File: config.mk
export PLATFORM = sky130hd
export DESIGN_NAME = fetch_stage
export DESIGN_NICKNAME = d
export VERILOG_FILES = /design/src/rtl/fetch_pkg.sv /design/src/rtl/fetch_stage_pc_reg.sv /design/src/rtl/fetch_stage.sv
export SDC_FILE = /design/constraint.sdc
export NUM_CORES = 1
export LEC_CHECK = 0
export BUFFER_PORTS_ARGS = -buffer_cell sky130_fd_sc_hd__buf_2
export CELL_PAD_IN_SITES_DETAIL_PLACEMENT = 0
export CELL_PAD_IN_SITES_GLOBAL_PLACEMENT = 2
export CORE_MARGIN = 4
export CORE_UTILIZATION = 33
export DETAILED_ROUTE_END_ITERATION = 6
export GPL_ROUTABILITY_DRIVEN = 1
export GPL_TIMING_DRIVEN = 0
export PLACE_DENSITY_LB_ADDON = 0.1
export SYNTH_ARGS = -nofsm -noshare
export SYNTH_HDL_FRONTEND = slang
export SYNTH_SLANG_ARGS = --single-unit
File: constraint.sdc
create_clock -name clk -period 5.74 [get_ports clk]
set_input_delay 0.574 -clock clk [delete_from_list [all_inputs] [get_ports clk]]
set_output_delay 0.574 -clock clk [all_outputs]
set_load 0.02 [all_outputs]
File: src/rtl/fetch_pkg.sv
// Shared constants and the IF/ID pipeline-register layout for the fetch stage.
package fetch_pkg;

    localparam int INSTR_W  = 32;
    localparam int IMEM_AW  = 6;
    localparam int PC_INC   = 4;
    localparam int PC_W_MAX = 64;

    // A flushed IF/ID slot carries this word; consumers must qualify on valid.
    localparam logic [INSTR_W-1:0] BUBBLE = 32'h0;

    // IF/ID contents. The PC field is sized for the widest supported PC and
    // the fetch stage uses only its low N bits.
    typedef struct packed {
        logic [PC_W_MAX-1:0] pc;
        logic [INSTR_W-1:0]  instr;
        logic                valid;
    } ifid_t;

endpackage

File: src/rtl/fetch_stage_pc_reg.sv
// Program-counter register: W-bit, synchronous active-high reset, load enable.
module pc_reg #(
    parameter int W = 64
) (
    input  logic         clk,
    input  logic         srst_i,
    input  logic         en_i,
    input  logic [W-1:0] d_i,
    output logic [W-1:0] q_o
);

    logic [W-1:0] q_q;

    // Reset clears the register; otherwise it loads only when enabled.
    always_ff @(posedge clk) begin
        if (srst_i) begin
            q_q <= '0;
        end else if (en_i) begin
            q_q <= d_i;
        end
    end

    assign q_o = q_q;

endmodule

File: src/rtl/fetch_stage.sv
// LEGv8 instruction-fetch stage: owns the PC, addresses imem, and fills IF/ID.
// Edge priority is reset, then branch redirect, then stall, then normal fetch.
module fetch_stage
    import fetch_pkg::*;
#(
    parameter int N     = 64,
    parameter int CNT_W = 16
) (
    input  logic               clk,
    input  logic               reset,
    input  logic               stall,
    input  logic               PCSrc,
    input  logic [N-1:0]       PCBranch,
    output logic [IMEM_AW-1:0] imem_addr,
    input  logic [INSTR_W-1:0] imem_q,
    output logic [N-1:0]       PC_D,
    output logic [INSTR_W-1:0] instr_D,
    output logic               valid_D,
    output logic [CNT_W-1:0]   fetch_cnt
);

    logic [N-1:0]     pc_q;
    logic [N-1:0]     pc_d;
    logic             pc_en;
    ifid_t            ifid_q;
    ifid_t            ifid_d;
    logic [CNT_W-1:0] cnt_q;
    logic [CNT_W-1:0] cnt_d;

    // A redirect always loads the PC, so a stall cannot hold back a branch.
    assign pc_en = PCSrc | ~stall;

    // Branch targets are forced word-aligned; sequential fetch wraps mod 2^N.
    assign pc_d = PCSrc ? {PCBranch[N-1:2], 2'b00} : pc_q + N'(PC_INC);

    pc_reg #(
        .W(N)
    ) u_pc (
        .clk    (clk),
        .srst_i (reset),
        .en_i   (pc_en),
        .d_i    (pc_d),
        .q_o    (pc_q)
    );

    // Only PC[7:2] reaches imem, so fetch addresses alias every 256 bytes.
    assign imem_addr = pc_q[IMEM_AW+1:2];

    // IF/ID and counter next-state: flush on redirect, hold on stall, else capture.
    always_comb begin
        ifid_d = ifid_q;
        cnt_d  = cnt_q;
        if (PCSrc) begin
            ifid_d.pc    = '0;
            ifid_d.instr = BUBBLE;
            ifid_d.valid = 1'b0;
        end else if (!stall) begin
            ifid_d.pc    = PC_W_MAX'(pc_q);
            ifid_d.instr = imem_q;
            ifid_d.valid = 1'b1;
            cnt_d        = cnt_q + CNT_W'(1);
        end
    end

    // IF/ID and fetch counter registers with synchronous reset.
    always_ff @(posedge clk) begin
        if (reset) begin
            ifid_q <= '0;
            cnt_q  <= '0;
        end else begin
            ifid_q <= ifid_d;
            cnt_q  <= cnt_d;
        end
    end

    assign PC_D      = ifid_q.pc[N-1:0];
    assign instr_D   = ifid_q.instr;
    assign valid_D   = ifid_q.valid;
    assign fetch_cnt = cnt_q;

endmodule
---- After elaboration in Yosys (flattened, before gate mapping) ----
Cells that the tools add are included.
Widths: inputs -> output; s select.
cells by class
  $add $sub $neg .......................... 2
  bitwise gates (word level) .............. 3
  reductions and logical operators ........ 2
  muxes and demuxes ....................... 1
operators by type and width
  kind                   number
  $add 64x3->64 const B  1
  $mux 64                1
  $add 16x1->16 const B  1
  $not 1->1              2
  $reduce_and 2->1       1
  $reduce_or 2->1        1
  $or 1x1->1             1
storage, ports and cells
  output and inout bits ................... 119
  input bits .............................. 100
  logic and storage cells ................. 13
  register bits after elaboration ......... 177

---- Longest topological paths before layout ----
  depth after elaboration ................. 2
  depth in mapped cells ................... 8
  depth with buffers taken out ............ 6

---- By module ----
From an unflattened synthesis, not the netlist that was laid out.
second synthesis, totals
  cells, all modules ...................... 991
  area, all modules ....................... 8639.5 um^2
by module, submodules not included
  module       sequential area each (um^2)  instances  cells an instance  area an instance (um^2)
  fetch_stage  2262.2                       1          785                6348.6
  pc_reg       1281.2                       1          206                2290.9

---- Worst setup path after synthesis ----
Ideal clock, no wire load.
  path type ............................... input to register
  from .................................... input port stall
  to ...................................... register u_pc.q_q[41] (netlist: u_pc.q_o[41])
  setup slack ............................. 3.222 ns
  path buffers ............................ 2
  setup time .............................. 0.091 ns
  data required time ...................... 5.649 ns
  stages on the path ...................... 7
  arrival time ............................ 2.427 ns
  cells stage by stage .................... clkbuf_1 nor2b_1 clkbuf_1 nand4_2 or4_1 or3_1 a311oi_1
on the way
  cells in the longest elaborated chain, start to end .. 2
ends and longest elaborated chain
  what                  RTL line                  text
  start, declared       fetch_stage.sv:11         input logic stall,
  $not 1->1 (no line)   -
  $or 1x1->1            fetch_stage.sv:31         assign pc_en = PCSrc | ~stall;
  end signal, assigned  fetch_stage_pc_reg.sv:19  q_q <= d_i;
  end, declared         fetch_stage_pc_reg.sv:12  logic [W-1:0] q_q;
Every way passes these cells.
A chain may end at the register's enable or synchronous reset.

==> results.toml <==
[outcome]
status = "finished, final reports clean"

[logic_synthesis]
async_flop_share = 0
yosysTopAreaCell = "dfxtp_1"
synth.cell_area_um2 = 7810
ys_seq_area_frac = 0.443
syn_avg_cell_area_um2 = 8.88
synth_area_leaders = "dfxtp_1 44%, mux2i_1 13%, nor2_1 8.0%"
yosysWarnings = 0
ys.flop_type = "dfxtp_1"
synth.distinct_cells = 45
synth_edf_count = 0
ys_ff_latch = 173
synthCells = 880
synth_top_area_share = 0.443

[finish]
seqCellArea_um2 = 3460
final_nets = 1214
final_common_cell = "buf_2"
area_growth_pct = 26.0
multi_input_area_um2 = 4040
stdcell_count = 1443
drive_gt1_frac = 0.236
n_fill_cell = 2501
antennaDiodeCount = 0
final_cell_mix = "214 x buf_2, 173 x dfxtp_1, 166 x nor2_1, 100 x mux2i_1, 47 x nand2_1"

[critical_path]
crit_family = "buffers and inverters"
critPathArrivalTime_ns = 3.22
cp_num_buf_inv = 4
path_cells = "clkbuf_1 > clkbuf_1 > clkbuf_1 > buf_1 > mux2i_1 > nor2_1"
critical_path_class = "in2reg"
reg2reg_depth = 8
end_kind = "register"
regToRegSetupSlack_ns = 2.83
worstReg2RegStart = "u_pc.q_o[2]"
cp_common_cell = "clkbuf_1"
reg2reg_to = "u_pc.q_o[36]"
critical_path_required_ns = 6.03
cp_slowest_cell = "clkbuf_1"
path_max_fanout = 10
worstSetupStartpointType = "input port"
crit_start = "stall"
cpPeakStageDelay_ns = 0.71

[clock_network]
post_cts_resized = 0
numCtsBuffers = 17
path_clk_slew_ns = 0.07
cts_setup_buffers = 0
cts.sinks = 173
cts_tree = "done"
cts_root_buf = "clkbuf_16"
htreeDepth = 4
insertion_delay_ns = 0.44
clk_path_buf_depth = 2
hold_buffers = 0

[timing]
clock.fmax_mhz = 341
timing.final.crit_share = 0.510
whs_ns = 0.366
rsz0062_at_grt = "false"
skew_ns = 0.0131
hold_violations = 0
finalSetupTns_ns = 0
slew_headroom = 0.384
max_slew.worst_pin.slew_ns = 0.917
setup_violations = 0
slew_viol_final = 0
fin_crit_ns = 2.93

[placement]
dp_hpwl_um = 19100
gp_congestion = 0.779
place_inst = 1412
io_buffers = 212

[die]
chipHeight_um = 162
die_area_um2 = 26200
die_x_um = 162
coreArea_um2 = 23400
initial_core_util = 0.334
row_count = 56
ios = 219

[min_path]
hold_path.class = "in2reg"
hold_path_depth = 3
holdCritStartpoint = "imem_q[4]"
min_to = "instr_D[4]"

[route]
wl_per_cell_um = 17.7
drcViolationCount = 0
vias = 7100
ant_nets = 0
drt-total-wl_um = 25500
drtIter0Drc = 356
viasPerCell = 4.92
drt_first_pass_iters = 5

[power_and_ir_drop]
ir_worst_vdd_mv = 0.173
fin_total_pwr_mw = 2.72
power.leakage_nw = 4.13
cellPowerDensity_nw_per_um2 = 277

[global_routing]
track_usage = 0.191
grt_start_max_net_pins = 17
grt_pass1_wl_um = 39400
first_global_vias = 6862
gr-total-overflow = 0
antenna_found_initial = 0

[run]
maxCapViolCount = 0
[worst max path at each step]
stage          cells past startpoint  slack [ns]            to
6_report                           6        2.81       PC_D[8]
4_1_cts                            5        2.61  u_pc.q_o[57]
5_1_grt                            6        2.54       PC_D[8]
3_5_place_dp                       6        2.26       PC_D[9]
2_1_floorplan                      7        3.22  u_pc.q_o[41]
3_3_place_gp                       6        2.23       PC_D[4]
[routing by layer]
metal	up-vias	track usage	wire, um
met2	189	0.306	11600
met1	3294	0.268	12400
li1	3603	-	-
met3	14	0.0421	1280
met5	-	0	0
met4	0	0.0373	185
[synth_stat cells (all sizes together), types with 2 or more instances]
cell	number
clkbuf	36
or4	18
dfxtp	173
nor4b	2
o21ai	13
nor2	166
and2	4
xnor2	30
xor2	17
a211oi	25
nor3	16
a21oi	20
nand3	30
and3	14
nor2b	3
or2	5
ha	2
nand4b	5
nand2b	3
o211ai	4
buf	31
inv	10
o311ai	2
a311oi	17
o31ai	9
mux2i	100
nand4	30
nor4	16
and4	11
nand2	47
or3	12
[state kept, by name (all words and copies together) (netlist names)]
name       flops
instr_D       32
fetch_cnt     16
u_pc.q_o      62
valid_D        1
PC_D          62
[stage by stage]
step	util	cell area, um2	worst slack (ns)
2_1_floorplan	-	7820	3.22
5_1_grt	0.421	9850	2.54
3_3_place_gp	0.396	9280	2.23
4_1_cts	0.421	9840	2.61
6_report	0.421	9850	2.81
3_5_place_dp	0.396	9280	2.26
[power by group]
part           leakage (nW)  switching [mW]  internal (mW)
sequential             1.41          0.0576           1.25
clock                 0.274           0.521          0.624
combinational          2.44           0.160          0.115
[cell type report]
| class | instances | share of cell area |
|---|---|---|
| multi-input combinational | 631 | 0.410 |
| inverter | 10 | 0.00381 |
| clock buffer | 20 | 0.0464 |
| clock inverter | 11 | 0.0109 |
| tap | 319 | 0.0405 |
| timing repair buffer | 212 | 0.108 |
| sequential | 173 | 0.352 |
| buffer | 67 | 0.0288 |
[worst min-delay path, stage by stage]
cell and delay, ns:
buf_2 0.07, mux2i_1 0.05, nor2_1 0.07
[logic make-up after synthesis]
| logic type | count (synthesis) | share of synthesized area |
|---|---|---|
| and+or+nand+nor | 385 | 0.246 |
| DFF | 173 | 0.443 |
| muxes | 100 | 0.128 |
| AOI/OAI and AO/OA | 95 | 0.0849 |
| buffers and inverters | 77 | 0.0411 |
| xor gates and xnor gates | 47 | 0.0527 |
| adders and majority gates | 2 | 0.00320 |
| other | 1 | 0.000480 |
No activity file was read; power rests on OpenSTA's default activity.
